<file path="src/rtl/sr_stream_pkg.sv">
// Shared defaults and state encoding for the super-resolution FIFO frame reader.
package sr_stream_pkg;

  localparam int unsigned DEF_WIDTH       = 320;
  localparam int unsigned DEF_HEIGHT      = 240;
  localparam int unsigned DEF_PIXEL_WIDTH = 24;
  localparam int unsigned DEF_COUNT_WIDTH = 10;
  localparam int unsigned FRAME_SIZE      = DEF_WIDTH * DEF_HEIGHT;

  typedef enum logic [1:0] {
    IDLE   = 2'd0,
    STREAM = 2'd1,
    DONE   = 2'd2
  } state_t;

endpackage

</file>
<file path="src/rtl/sr_fifo_frame_reader_if.sv">
// FIFO read port plus the outgoing pixel stream; master is the frame reader.
interface sr_fifo_frame_reader_if
  import sr_stream_pkg::*;
#(
  parameter int unsigned PIXEL_WIDTH = DEF_PIXEL_WIDTH,
  parameter int unsigned COUNT_WIDTH = DEF_COUNT_WIDTH
) ();

  logic [COUNT_WIDTH-1:0] data_count_r;
  logic                   rd_fifo;
  logic [PIXEL_WIDTH-1:0] fifo_dout;
  logic                   m_valid;
  logic                   m_ready;
  logic [PIXEL_WIDTH-1:0] m_data;
  logic                   m_sof;
  logic                   m_eol;

  modport master (
    input  data_count_r, fifo_dout, m_ready,
    output rd_fifo, m_valid, m_data, m_sof, m_eol
  );

  modport slave (
    output data_count_r, fifo_dout, m_ready,
    input  rd_fifo, m_valid, m_data, m_sof, m_eol
  );

endinterface

</file>
<file path="src/rtl/sr_stream_skid_buf.sv">
// Two-entry valid/ready buffer; the top two data bits carry the {sof, eol} tags.
module sr_stream_skid_buf #(
  parameter int unsigned DW = 26
) (
  input  logic          clk,
  input  logic          rst,
  input  logic          push,
  input  logic [DW-1:0] din,
  input  logic          ready,
  output logic          valid,
  output logic [DW-1:0] dout,
  output logic [1:0]    occ
);

  logic [DW-1:0] slot0_q, slot0_d, slot1_q, slot1_d;
  logic [1:0]    occ_q, occ_d;
  logic          valid_q;
  logic          pop;

  // Head is always slot0; a pop that empties the buffer clears the head tags.
  always_comb begin
    slot0_d = slot0_q;
    slot1_d = slot1_q;
    occ_d   = occ_q;
    pop     = valid_q & ready;
    unique case ({push, pop})
      2'b10: begin
        if (occ_q == 2'd0) slot0_d = din;
        else               slot1_d = din;
        occ_d = occ_q + 2'd1;
      end
      2'b01: begin
        if (occ_q == 2'd2) slot0_d = slot1_q;
        else               slot0_d = {2'b00, slot0_q[DW-3:0]};
        occ_d = occ_q - 2'd1;
      end
      2'b11: begin
        if (occ_q == 2'd2) begin
          slot0_d = slot1_q;
          slot1_d = din;
        end else begin
          slot0_d = din;
        end
      end
      default: ;
    endcase
  end

  always_ff @(posedge clk) begin
    if (rst) begin
      slot0_q <= '0;
      slot1_q <= '0;
      occ_q   <= 2'd0;
      valid_q <= 1'b0;
    end else begin
      slot0_q <= slot0_d;
      slot1_q <= slot1_d;
      occ_q   <= occ_d;
      valid_q <= (occ_d != 2'd0);
    end
  end

  assign valid = valid_q;
  assign dout  = slot0_q;
  assign occ   = occ_q;

endmodule

</file>
<file path="src/rtl/sr_fifo_frame_reader.sv">
// Drains the SR output FIFO into a framed valid/ready pixel stream with x/y tracking.
// Optional stall counter enabled by defining SR_READER_UNDERRUN_EN.
module sr_fifo_frame_reader
  import sr_stream_pkg::*;
#(
  parameter int unsigned WIDTH       = DEF_WIDTH,
  parameter int unsigned HEIGHT      = DEF_HEIGHT,
  parameter int unsigned PIXEL_WIDTH = DEF_PIXEL_WIDTH,
  parameter int unsigned COUNT_WIDTH = DEF_COUNT_WIDTH
) (
  input  logic                  clk,
  input  logic                  rst,
  input  logic                  enable,
  sr_fifo_frame_reader_if.master bus,
  output logic                  frame_done,
  output logic [15:0]           underrun_count
);

  localparam int unsigned FSIZE = WIDTH * HEIGHT;
  localparam int unsigned XW    = $clog2(WIDTH);
  localparam int unsigned YW    = $clog2(HEIGHT);
  localparam int unsigned IW    = $clog2(FSIZE + 1);
  localparam int unsigned DW    = PIXEL_WIDTH + 2;

  state_t          state_q, state_d;
  logic [XW-1:0]   x_q, x_d, cx;
  logic [YW-1:0]   y_q, y_d, cy;
  logic [IW-1:0]   issued_q, issued_d;
  logic            rd_q, rd_d, cap_q, frame_done_q, done_d, clr_issued;
  logic            valid, xfer, x_last, y_last, ahead;
  logic [1:0]      occ;
  logic [2:0]      inflight;
  logic [DW-1:0]   head, wr_data;

  assign xfer   = valid & bus.m_ready;
  assign x_last = (x_q == XW'(WIDTH - 1));
  assign y_last = (y_q == YW'(HEIGHT - 1));

  // Raster position of the head pixel, and of the pixel being captured behind it.
  always_comb begin
    x_d = x_q;
    y_d = y_q;
    if (xfer) begin
      if (x_last) begin
        x_d = '0;
        y_d = y_last ? '0 : y_q + YW'(1);
      end else begin
        x_d = x_q + XW'(1);
      end
    end
    ahead = ((occ - {1'b0, xfer}) != 2'd0);
    cx    = x_d;
    cy    = y_d;
    if (ahead) begin
      if (x_d == XW'(WIDTH - 1)) begin
        cx = '0;
        cy = (y_d == YW'(HEIGHT - 1)) ? '0 : y_d + YW'(1);
      end else begin
        cx = x_d + XW'(1);
      end
    end
    wr_data = {(cx == '0) && (cy == '0), (cx == XW'(WIDTH - 1)), bus.fifo_dout};
  end

  // Frame FSM and read issue; in-flight reads count against both FIFO count and buffer space.
  always_comb begin
    state_d    = state_q;
    clr_issued = 1'b0;
    done_d     = 1'b0;
    unique case (state_q)
      IDLE: begin
        if (enable) begin
          state_d    = STREAM;
          clr_issued = 1'b1;
        end
      end
      STREAM: begin
        if (xfer && x_last && y_last) begin
          state_d = DONE;
          done_d  = 1'b1;
        end
      end
      DONE: begin
        state_d    = enable ? STREAM : IDLE;
        clr_issued = enable;
      end
      default: state_d = IDLE;
    endcase
    inflight = 3'(occ) + 3'(rd_q) + 3'(cap_q);
    rd_d     = (state_q == STREAM)
            && (bus.data_count_r > (COUNT_WIDTH'(rd_q) + COUNT_WIDTH'(cap_q)))
            && (inflight < 3'd2)
            && (issued_q < IW'(FSIZE));
    issued_d = clr_issued ? '0 : issued_q + IW'(rd_d);
  end

  always_ff @(posedge clk) begin
    if (rst) begin
      state_q      <= IDLE;
      x_q          <= '0;
      y_q          <= '0;
      issued_q     <= '0;
      rd_q         <= 1'b0;
      cap_q        <= 1'b0;
      frame_done_q <= 1'b0;
    end else begin
      state_q      <= state_d;
      x_q          <= x_d;
      y_q          <= y_d;
      issued_q     <= issued_d;
      rd_q         <= rd_d;
      cap_q        <= rd_q;
      frame_done_q <= done_d;
    end
  end

  sr_stream_skid_buf #(.DW(DW)) u_skid (
    .clk   (clk),
    .rst   (rst),
    .push  (cap_q),
    .din   (wr_data),
    .ready (bus.m_ready),
    .valid (valid),
    .dout  (head),
    .occ   (occ)
  );

  assign bus.rd_fifo = rd_q;
  assign bus.m_valid = valid;
  assign bus.m_data  = head[PIXEL_WIDTH-1:0];
  assign bus.m_sof   = head[DW-1];
  assign bus.m_eol   = head[DW-2];
  assign frame_done  = frame_done_q;

`ifdef SR_READER_UNDERRUN_EN
  logic [15:0] underrun_q;

  // Downstream ready but nothing to give mid-frame.
  always_ff @(posedge clk) begin
    if (rst) begin
      underrun_q <= 16'd0;
    end else if ((state_q == STREAM) && bus.m_ready && !valid && (underrun_q != 16'hFFFF)) begin
      underrun_q <= underrun_q + 16'd1;
    end
  end

  assign underrun_count = underrun_q;
`else
  assign underrun_count = 16'd0;
`endif

endmodule
</file>
<file path="src/flat_wrapper.sv">
// flat-port wrapper written by rule: the top's interface ports become plain ports
module sr_fifo_frame_reader_flat import sr_stream_pkg::*;
#(
  parameter int unsigned WIDTH       = DEF_WIDTH,
  parameter int unsigned HEIGHT      = DEF_HEIGHT,
  parameter int unsigned PIXEL_WIDTH = DEF_PIXEL_WIDTH,
  parameter int unsigned COUNT_WIDTH = DEF_COUNT_WIDTH
)
  (clk, rst, enable, frame_done, underrun_count, bus_data_count_r, bus_fifo_dout, bus_m_ready, bus_rd_fifo, bus_m_valid, bus_m_data, bus_m_sof, bus_m_eol);
  sr_fifo_frame_reader_if #(.PIXEL_WIDTH(PIXEL_WIDTH), .COUNT_WIDTH(COUNT_WIDTH)) bus_i ();
  input  logic clk;
  input  logic rst;
  input  logic enable;
  output logic frame_done;
  output logic [15:0] underrun_count;
  input wire logic [$bits(bus_i.data_count_r)-1:0] bus_data_count_r;
  input wire logic [$bits(bus_i.fifo_dout)-1:0] bus_fifo_dout;
  input wire logic [$bits(bus_i.m_ready)-1:0] bus_m_ready;
  output wire logic [$bits(bus_i.rd_fifo)-1:0] bus_rd_fifo;
  output wire logic [$bits(bus_i.m_valid)-1:0] bus_m_valid;
  output wire logic [$bits(bus_i.m_data)-1:0] bus_m_data;
  output wire logic [$bits(bus_i.m_sof)-1:0] bus_m_sof;
  output wire logic [$bits(bus_i.m_eol)-1:0] bus_m_eol;
  assign bus_i.data_count_r = bus_data_count_r;
  assign bus_i.fifo_dout = bus_fifo_dout;
  assign bus_i.m_ready = bus_m_ready;
  assign bus_rd_fifo = bus_i.rd_fifo;
  assign bus_m_valid = bus_i.m_valid;
  assign bus_m_data = bus_i.m_data;
  assign bus_m_sof = bus_i.m_sof;
  assign bus_m_eol = bus_i.m_eol;
  sr_fifo_frame_reader #(.WIDTH(WIDTH), .HEIGHT(HEIGHT), .PIXEL_WIDTH(PIXEL_WIDTH), .COUNT_WIDTH(COUNT_WIDTH)) u_core (.clk(clk), .rst(rst), .enable(enable), .bus(bus_i), .frame_done(frame_done), .underrun_count(underrun_count));
endmodule
</file>
<file path="config.mk">
export PLATFORM = sky130hd
export DESIGN_NAME = sr_fifo_frame_reader_flat
export DESIGN_NICKNAME = d
export VERILOG_FILES = /design/src/rtl/sr_stream_pkg.sv /design/src/rtl/sr_fifo_frame_reader_if.sv /design/src/rtl/sr_stream_skid_buf.sv /design/src/rtl/sr_fifo_frame_reader.sv /design/src/flat_wrapper.sv
export SDC_FILE = /design/constraint.sdc
export NUM_CORES = 1
export LEC_CHECK = 0
export ABC_AREA = 0
export CAP_MARGIN = 10
export CORE_ASPECT_RATIO = 0.75
export CORE_MARGIN = 2
export CORE_UTILIZATION = 30
export CTS_BUF_LIST = sky130_fd_sc_hd__clkbuf_8
export DETAILED_ROUTE_END_ITERATION = 7
export GPL_ROUTABILITY_DRIVEN = 0
export PLACE_DENSITY = 0.5
export SYNTH_ARGS = -nofsm -noshare
export SYNTH_HDL_FRONTEND = slang
export SYNTH_SLANG_ARGS = --single-unit
export TNS_END_PERCENT = 20
</file>
<file path="constraint.sdc">
create_clock -name clk -period 3.31 [get_ports clk]
set_input_delay 0.4965 -clock clk [delete_from_list [all_inputs] [get_ports clk]]
set_output_delay 0.4965 -clock clk [all_outputs]
set_load 0.02 [all_outputs]
</file>
Word-level counts from Yosys, hierarchy flattened. Index checks and enable logic that the tools add are counted.

Register bits: 94. Input port bits: 38. Output and inout port bits: 45.

Add/subtract/negate cells: 11. Order comparisons: 3. Eq/ne operators: 17. Multiplexer cells: 25. Bitwise operators: 2. Reduce and logical (&&, ||, !) cells: 20.

Operator list (number): $mux W26 (5); $pmux W26 S3 (1); $pmux W26 S2 (1); $mux W8 (6); $mux W9 (4); $eq A9 B9 Y1 const B (3); $add A9 B1 Y9 const B (2); $add A17 B1 Y17 (1); $lt A17 B17 Y1 const B (1); $add A8 B1 Y8 const B (2); $eq A8 B8 Y1 const B (2); $gt A10 B10 Y1 (1); $ne A2 B2 Y1 const B (5); $logic_not A9 Y1 (1); $eq A2 B2 Y1 const B (4); $logic_not A8 Y1 (1); $logic_and A1 B1 Y1 (6); $pmux W2 S3 (1); $reduce_and A3 Y1 (2); $reduce_bool A2 Y1 (3); $eq A2 B1 Y1 const B (2); $logic_not A2 Y1 (2); $mux W2 (2); $pmux W2 S2 (1); 15 further kinds (19).

Longest topological paths before layout. Gate-level depths: netlist (run 1).

Depth in word-level cells: 12. Depth in mapped cells: 15. Depth with buffers taken out: 15.

Modules after synthesis. A second synthesis (run 1) with hierarchy kept.

Cells, all modules: 622. Area total of the unflattened synthesis: 5143.7 sq um.

By module, submodules not included: sr_fifo_frame_reader (instances 1, cells an instance 357, area each 2825.2 sq um, seq. area each 780.7 sq um); sr_stream_skid_buf (instances 1, cells an instance 265, area each 2318.5 sq um, seq. area each 1101.1 sq um).

Worst setup path after synthesis (run 1). Ideal clock, no wire load.

Path type: register to register. Start: register u_core.x_q[0]. End: register u_core.u_skid.slot0_q[24] (netlist: u_core.u_skid.dout[24]). Setup time: 79 ps. Data arrival time: 3128 ps. Required time: 3231 ps. Path slack: 103 ps. Cell stages (with the launch flop): 15. Path through: dfxtp_1 -> ha_1 -> and4bb_2 -> a211oi_4 -> nor2_1 -> inv_1 -> ha_1 -> inv_1 -> a31o_1 -> xor2_1 -> a31oi_1 -> or4_4 -> nor3_2 -> a22oi_2 -> a211oi_2.

Longest elaborated chain between the ends: 9. Elaborated cells between the ends (all ways): 12. Those cells by class: 2 x add/sub; 3 x eq/ne; 7 x mux.

RTL lines: from (decl) (RTL line sr_fifo_frame_reader.sv:26) `logic [XW-1:0] x_q, x_d, cx;`; from (signal assigned) (RTL line sr_fifo_frame_reader.sv:100) `x_q <= '0;`; from (signal assigned) (RTL line sr_fifo_frame_reader.sv:108) `x_q <= x_d;`; $add A9 B1 Y9 / $eq A9 B9 Y1 (equally long branches) (RTL line sr_fifo_frame_reader.sv:48, sr_fifo_frame_reader.sv:36); $mux W9 (RTL line sr_fifo_frame_reader.sv:44) `if (x_last) begin`; $mux W9 * (RTL line sr_fifo_frame_reader.sv:43) `if (xfer) begin`; via u_core.x_d[0] (RTL line sr_fifo_frame_reader.sv:26); $add A9 B1 Y9 / $eq A9 B9 Y1 (equally long branches) (RTL line sr_fifo_frame_reader.sv:59, sr_fifo_frame_reader.sv:55); $mux W9 (RTL line sr_fifo_frame_reader.sv:55) `if (x_d == XW'(WIDTH - 1)) begin`; $mux W9 * (RTL line sr_fifo_frame_reader.sv:54) `if (ahead) begin`; $eq A9 B9 Y1 * (RTL line sr_fifo_frame_reader.sv:62) `wr_data = {(cx == '0) && (cy == '0), (cx == XW'(WIDTH - 1)), bus.fifo_dout};`; $mux W26 (on tied branches) (RTL line sr_stream_skid_buf.sv:38, sr_stream_skid_buf.sv:28); $pmux W26 S3 * (RTL line sr_stream_skid_buf.sv:26) `unique case ({push, pop})`; to (signal assigned) (RTL line sr_stream_skid_buf.sv:56) `slot0_q <= slot0_d;`; to (decl) (RTL line sr_stream_skid_buf.sv:15) `logic [DW-1:0] slot0_q, slot0_d, slot1_q, slot1_d;`.

The timed path passes the listed nets; every way through them passes the cells marked *. The select of a mux whose other input is x is not followed. A chain may end at the register's enable or synchronous reset.

Worst setup path in the final report (run 1).
Start: register u_core.x_q[1]. End: register u_core.u_skid.slot1_q[25].

Elaborated cells between the ends (all ways): 21. Those cells by class: 3 x add/sub; 3 x eq/ne; 12 x mux; 3 x reduce/logical.

RTL lines: $eq A9 B9 Y1 * (RTL line sr_fifo_frame_reader.sv:36) `assign x_last = (x_q == XW'(WIDTH - 1));`; $mux W9 * (RTL line sr_fifo_frame_reader.sv:44); $mux W9 * (RTL line sr_fifo_frame_reader.sv:43); via u_core.x_d[0] (RTL line sr_fifo_frame_reader.sv:26); $add A9 B1 Y9 / $eq A9 B9 Y1 (equally long branches) (RTL line sr_fifo_frame_reader.sv:59, sr_fifo_frame_reader.sv:55); $mux W9 / $mux W8 (equally long branches) (RTL line sr_fifo_frame_reader.sv:55); $mux W9 / $mux W8 (equally long branches) (RTL line sr_fifo_frame_reader.sv:54); $logic_not A9 Y1 / $logic_not A8 Y1 (equally long branches) (RTL line sr_fifo_frame_reader.sv:62); $logic_and A1 B1 Y1 * (RTL line sr_fifo_frame_reader.sv:62); $mux W26 (on tied branches) (RTL line sr_stream_skid_buf.sv:38, sr_stream_skid_buf.sv:28); $pmux W26 S2 * (RTL line sr_stream_skid_buf.sv:26); to (signal assigned) (RTL line sr_stream_skid_buf.sv:57) `slot1_q <= slot1_d;`; to (decl) (RTL line sr_stream_skid_buf.sv:15).

Marks and branches as above.

==> results of run 1 <==
-- logic make-up after synthesis --
group,count (synthesis),synth area share [%]
compound gates,134,18.7
xor+xnor,28,5.23
fa+ha+maj,14,3.62
buf+inv,60,6.26
flops,94,38.9
mux,7,1.68
other cells,1,0.0775
simple gates,251,25.6
-- routing by layer --
metal | up-vias | global-route usage (%) | share of wire [%]
li1 | 2221 | - | -
met1 | 2024 | 20.1 | 49
met2 | 90 | 22.2 | 45
met3 | 15 | 3.48 | 5.2
met4 | 0 | 4.55 | 1.3
met5 | - | 0 | 0
-- power by group through the flow --
stage,Sequential [uW],Combinational (uW),Clock (uW)
6_report,1220,534,776
5_1_grt,1230,587,859
4_1_cts,1220,538,813
3_5_place_dp,1250,536,0
3_3_place_gp,1250,531,0
2_1_floorplan,1300,258,0
-- flip-flops by register name (all words and copies together), names as in the netlist, 2 cells and up --
name / count
u_core.u_skid.slot1_q: 26
u_core.u_skid.dout: 26
u_core.y_q: 8
u_core.u_skid.occ: 2
u_core.issued_q: 17
u_core.state_q: 2
u_core.x_q: 9
-- final timing paths --
check | from | endpoint | slack [ns] | depth (start not counted)
max reg2reg | u_core.x_q[1]$_SDFF_PP0_ | u_core.u_skid.slot1_q[25]$_SDFFE_PP0P_ | 0.20 | 15
max | u_core.x_q[1]$_SDFF_PP0_ | u_core.u_skid.slot1_q[25]$_SDFFE_PP0P_ | 0.20 | 15
min | u_core.u_skid.slot1_q[3]$_SDFFE_PP0P_ | u_core.u_skid.slot1_q[3]$_SDFFE_PP0P_ | 0.46 | 2
min reg2reg | u_core.u_skid.slot1_q[3]$_SDFFE_PP0P_ | u_core.u_skid.slot1_q[3]$_SDFFE_PP0P_ | 0.46 | 2
-- synth_stat cells, drive strengths merged, types with 2 or more instances --
cell | count | share of area, %
nand4 | 8 | 1.0
buf | 20 | 3.2
a22oi | 26 | 4.1
a21oi | 39 | 4.0
o31ai | 2 | 0.31
nand3 | 25 | 2.7
a31oi | 5 | 0.65
mux2 | 6 | 1.5
nor3 | 12 | 1.4
o41ai | 2 | 0.36
ha | 14 | 3.6
clkbuf | 26 | 2.0
nand2b | 7 | 0.91
a211oi | 26 | 4.4
a21boi | 2 | 0.31
and4 | 2 | 0.41
nor4 | 4 | 0.83
inv | 14 | 1.1
a2bb2oi | 2 | 0.49
nor3b | 2 | 0.31
xor2 | 18 | 3.4
or3 | 4 | 0.52
o21ai | 18 | 1.9
dfxtp | 94 | 39
nand4b | 2 | 0.36
o211ai | 5 | 0.78
nand2 | 77 | 6.1
nor2 | 70 | 5.5
xnor2 | 10 | 1.8
or4 | 5 | 0.85
nor2b | 15 | 1.9
and2 | 6 | 0.78
and3 | 7 | 0.91
-- per-stage QoR --
| step | area, um^2 | TNS (ns) |
|---|---|---|
| after CTS | 6090 | 0 |
| final | 6110 | 0 |
| after global placement | 5890 | 0 |
| after global routing | 6110 | -0.0605 |
| after floorplan | 4890 | 0 |
| after detailed placement | 5890 | -0.0557 |
-- layout make-up --
type,instances,area share (%)
Tap cell,210,4.30
Multi-Input combinational cell,450,44.6
Sequential cell,94,30.8
Clock buffer,10,2.25
Timing Repair Buffer,105,16.1
Inverter,14,0.860
Clock inverter,6,1.00
-- worst max-delay path, stage by stage (launching register included) --
cell      delay (ns)
dfxtp_2         0.36
ha_2            0.20
and4bb_2        0.27
a211oi_4        0.21
nor2_1          0.09
inv_1           0.06
ha_1            0.16
inv_1           0.06
a31o_1          0.22
buf_4           0.15
nor4_4          0.37
nand4_1         0.20
nor2_1          0.15
mux2_1          0.33
nand4_1         0.11
o21ai_1         0.07
-- timing repair --
action / CTS / global route
endpoints found under the setup margin: 0 / 5
hold buffers: 0 / 0
setup buffers: 0 / 1
resized for setup: 0 / 4
==> run_results.csv, run 1 <==
group,metric,value,unit
status,status,"finished clean",
global_routing,grt_pass1_vias,4210,
power_and_ir_drop,ir_worst_vdd,0.000197,V
clock_tree,numCtsBuffers,9,
die,die_w,151,um
detailed_routing,firstDrtPassIters,4,
final_layout,num-fill-cells,1656,
global_routing,grt_pass1_wl,20200,um
final_layout,final_common_cell,"dfxtp_1",
clock_tree,cts.sinks,94,
synth,ys_seq_area_share,38.9,%
final_layout,final_cell_mix,"dfxtp_1, nand2_1, nor2_1",
setup_path,required,3.57,ns
detailed_routing,viasPerCell,4.89,
sta,period_minus_slack,3.11,ns
sta,holdWs,0.457,ns
die,dieArea,17200,um^2
hold_path,hold_path.class,"reg2reg",
power_and_ir_drop,internal_power,1800,uW
sta,rsz0062_at_grt,"true",
detailed_routing,num_vias,4350,
detailed_routing,ant_nets,0,
clock_tree,tritoncts,"done",
power_and_ir_drop,pwr-share-seq,48.2,%
synth,yosysUniqueCellTypes,67,
clock_tree,worstSkewPairLatency,0.37,ns
detailed_routing,drc,0,
placement,hpwlAfterDp,8640,um
synth,ys.flop_type,"dfxtp_1",
synth,ys_warn_count,0,
clock_tree,ctsRootBufferMaster,"clkbuf_8",
setup_path,critPathMaxFanout,6,
setup_path,endpoint_kind,"flop",
final_layout,finalCoreUtilization,38.4,%
global_routing,grt_max_degree,62,
synth,synth_edf_count,0,
final_layout,fin_cells,889,
power_and_ir_drop,p_sw,731,uW
clock_tree,path_clk_slew,0.09,ns
die,pin_count,83,
job,cap_violations,0,
placement,dp_cells,872,
sta,finClkSkew,0.00941,ns
sta,max-slew-margin-rel,56.5,%
die,core_area,15900,um^2
detailed_routing,routedWlPerCell,13.4,um
global_routing,grt_use_total,14.5,%
setup_path,critPathLaunchType,"flop",
final_layout,antenna_cells,0,
die,die_h,114,um
final_layout,final-seq-area,1880,um^2
synth,ys_seq_elements,94,
power_and_ir_drop,p_leak,0.00221,uW
sta,report.final.slew_viol_count,0,
power_and_ir_drop,p_sw_share,28.9,%
placement,io_buffers,66,
final_layout,multiInputGateArea,2730,um^2
synth,async_reset_ff_share,0,%
sta,layout_setup_ws,0.195,ns
clock_tree,ctsHtreeMaxLevel,3,
placement,dpl_worst_slack,-0.0557,ns
sta,finalHoldViolCount,0,
detailed_routing,wirelength,11900,um
final_layout,final_nets,726,
power_and_ir_drop,p_per_area,414,nW/um^2
sta,min_period_over_period,94.1,%
synth,synthesis.area,4840,um^2
global_routing,grt_overflow,0,
final_layout,drive_above_1_share,11.9,%
power_and_ir_drop,clkPwrFrac,30.7,%
synth,synthCells,589,
clock_tree,cts.path.max_buffers,2,
setup_path,arrival,3.37,ns
sta,setup-violations-final,0,
sta,max_freq,0.321,GHz
power_and_ir_drop,comb_power_share,21.1,%
die,start_util,30.4,%
setup_path,path_class,"reg2reg",
global_routing,antenna_found_initial,0,
synth,avgSynthCellArea,8.21,um^2
sta,worst_slew_pin_slew,0.653,ns
die,fp-row-count,40,
detailed_routing,drtIter0Drc,187,
power_and_ir_drop,power,2530,uW
final_layout,synthToLayoutAreaGrowth,26.4,%
Note: power is estimated with default switching activity, not from simulation.
==> run 2, diff against run 1 <==
--- a/config.mk
+++ b/config.mk
@@ -9,11 +9,11 @@
 export CAP_MARGIN = 10
 export CORE_ASPECT_RATIO = 0.75
 export CORE_MARGIN = 2
-export CORE_UTILIZATION = 30
+export CORE_UTILIZATION = 25
 export CTS_BUF_LIST = sky130_fd_sc_hd__clkbuf_8
 export DETAILED_ROUTE_END_ITERATION = 7
 export GPL_ROUTABILITY_DRIVEN = 0
-export PLACE_DENSITY = 0.5
+export PLACE_DENSITY = 0.42
 export SYNTH_ARGS = -nofsm -noshare
 export SYNTH_HDL_FRONTEND = slang
 export SYNTH_SLANG_ARGS = --single-unit
==> constraint.sdc (replaced) <==
create_clock -name clk -period 3.54 [get_ports clk]
set_input_delay 0.531 -clock clk [delete_from_list [all_inputs] [get_ports clk]]
set_output_delay 0.531 -clock clk [all_outputs]
set_load 0.02 [all_outputs]
==> run_results.csv, run 2 (synthesis results as in run 1) <==
group,metric,value,unit
status,status,"finished clean",
final_layout,synthToLayoutAreaGrowth,24.2,%
clock_tree,path_clk_slew,0.09,ns
placement,dpl_worst_slack,0.0490,ns
global_routing,grt_use_met2,19.3,%
final_layout,drive_above_1_share,9.38,%
detailed_routing,ant_nets,0,
setup_path,reg2reg_setup_slack,0.29,ns
clock_tree,ctsRootBufferMaster,"clkbuf_8",
placement,io_buffers,66,
clock_tree,cts.sinks,94,
detailed_routing,drtIter0Drc,238,
sta,max_freq,0.307,GHz
setup_path,crit_path_cell_trace,"ha_1 > and4bb_2 > a211oi_4 > nor2_1 > inv_1 > ha_1 > inv_1 > a31o_1 > buf_4 > nor4_4 > nand4_1 > nor2_1 > mux2_1 > nand4_1 > o21ai_1",
clock_tree,cts_resized,0,
placement,hpwlAfterDp,8820,um
die,start_util,25.2,%
power_and_ir_drop,p_leak,0.00213,uW
final_layout,antenna_cells,0,
sta,layout_setup_ws,0.288,ns
global_routing,busiest_layer,"met2",
sta,finClkSkew,0.0177,ns
setup_path,endpoint_kind,"flop",
setup_path,required,3.80,ns
global_routing,antenna_found_initial,0,
die,pin_count,83,
setup_path,critPathMaxFanout,7,
detailed_routing,routedWlPerCell,13.5,um
setup_path,slowest_stage,"dfxtp_1",
job,cap_violations,0,
detailed_routing,drc,0,
global_routing,grt_max_degree,58,
setup_path,crit_family,"simple AND/OR/NAND/NOR gates",
sta,setup_tns,0,ns
final_layout,final_nets,708,
clock_tree,cts_setup_buffers,0,
sta,finalHoldViolCount,0,
power_and_ir_drop,power,2390,uW
power_and_ir_drop,p_per_area,397,nW/um^2
die,core_area,19200,um^2
sta,period_minus_slack,3.25,ns
final_layout,final_common_cell,"dfxtp_1",
setup_path,path_class,"reg2reg",
setup_path,arrival,3.51,ns
clock_tree,ctsHtreeMaxLevel,3,
die,die_h,124,um
sta,setup-violations-final,0,
sta,report.final.slew_viol_count,0,
clock_tree,cts_hold_buffers,0,
setup_path,worst-path-buf-inv,3,
sta,min_period_over_period,91.9,%
sta,max-slew-margin-rel,56.5,%
global_routing,met1_usage,17.5,%
final_layout,final_cell_mix,"dfxtp_1, nand2_1, nor2_1",
global_routing,grt_pass1_vias,4084,
setup_path,cpPeakStageDelay,0.39,ns
die,dieArea,20500,um^2
clock_tree,cts.path.max_buffers,2,
global_routing,grtUsageMet3,3.36,%
detailed_routing,num_vias,4283,
clock_tree,numCtsBuffers,9,
detailed_routing,firstDrtPassIters,5,
detailed_routing,wirelength,12300,um
detailed_routing,viasPerCell,4.69,
clock_tree,tritoncts,"done",
global_routing,grt_use_total,12.6,%
sta,rsz0062_at_grt,"false",
global_routing,grt_pass1_wl,20600,um
die,die_w,165,um
final_layout,num-fill-cells,2032,
hold_path,hold_path.class,"reg2reg",
sta,worst_slew_pin_slew,0.652,ns
clock_tree,worstSkewPairLatency,0.38,ns
setup_path,critPathLaunchType,"flop",
global_routing,grt_overflow,0,
die,fp-row-count,44,
power_and_ir_drop,ir_worst_vdd,0.000158,V
==> run 2: area by class of cell <==
type                    instances  area [um^2]  share of cell area [%]
inverters                      14         52.6                   0.875
clock buffers                  10          138                    2.29
multi-input cells             450         2720                    45.3
repair buffers                 87          826                    13.7
flip-flops and latches         94         1880                    31.3
well taps                     253          317                    5.27
clock inverters                 6         75.1                    1.25
==> run 2: final timing paths <==
check                                                end  cells past startpoint                              startpoint
setup / recovery  u_core.u_skid.slot1_q[25]$_SDFFE_PP0P_                     15                u_core.x_q[0]$_SDFF_PP0_
hold / removal    u_core.u_skid.slot1_q[20]$_SDFFE_PP0P_                      2  u_core.u_skid.slot1_q[20]$_SDFFE_PP0P_
setup reg to reg  u_core.u_skid.slot1_q[25]$_SDFFE_PP0P_                     15                u_core.x_q[0]$_SDFF_PP0_
hold reg to reg   u_core.u_skid.slot1_q[20]$_SDFFE_PP0P_                      2  u_core.u_skid.slot1_q[20]$_SDFFE_PP0P_
==> run 2: where the power goes <==
group	internal, uW	switching [uW]
logic	212	263
clock network	357	412
registers	1110	33.6
==> run 2: worst reg2reg max path, delay by kind of cell, from the launching register on <==
| family | cells | cell delay (ns) |
|---|---|---|
| AOI/OAI and AO/OA | 3 | 0.54 |
| adders and majority gates | 2 | 0.45 |
| buffers and inverters | 3 | 0.29 |
| DFF | 1 | 0.39 |
| muxes | 1 | 0.34 |
| and+or+nand+nor | 6 | 1.13 |
==> run 2: per-layer routing <==
| metal | vias up | wire length (um) |
|---|---|---|
| li1 | 2177 | - |
| met1 | 2004 | 6190 |
| met2 | 87 | 5410 |
| met3 | 15 | 542 |
| met4 | 0 | 174 |
| met5 | - | 0 |
==> run 2: stage by stage <==
stage	cell area, um^2	hold slack, ns	cells	utilization [%]
finish	6010	0.458	914	31.4
global route	6010	0.475	914	31.4
detailed placement	5800	0.447	898	30.3
floorplan	4890	0.436	604	-
CTS	6010	0.460	914	31.4
global placement	5800	0.441	898	30.3
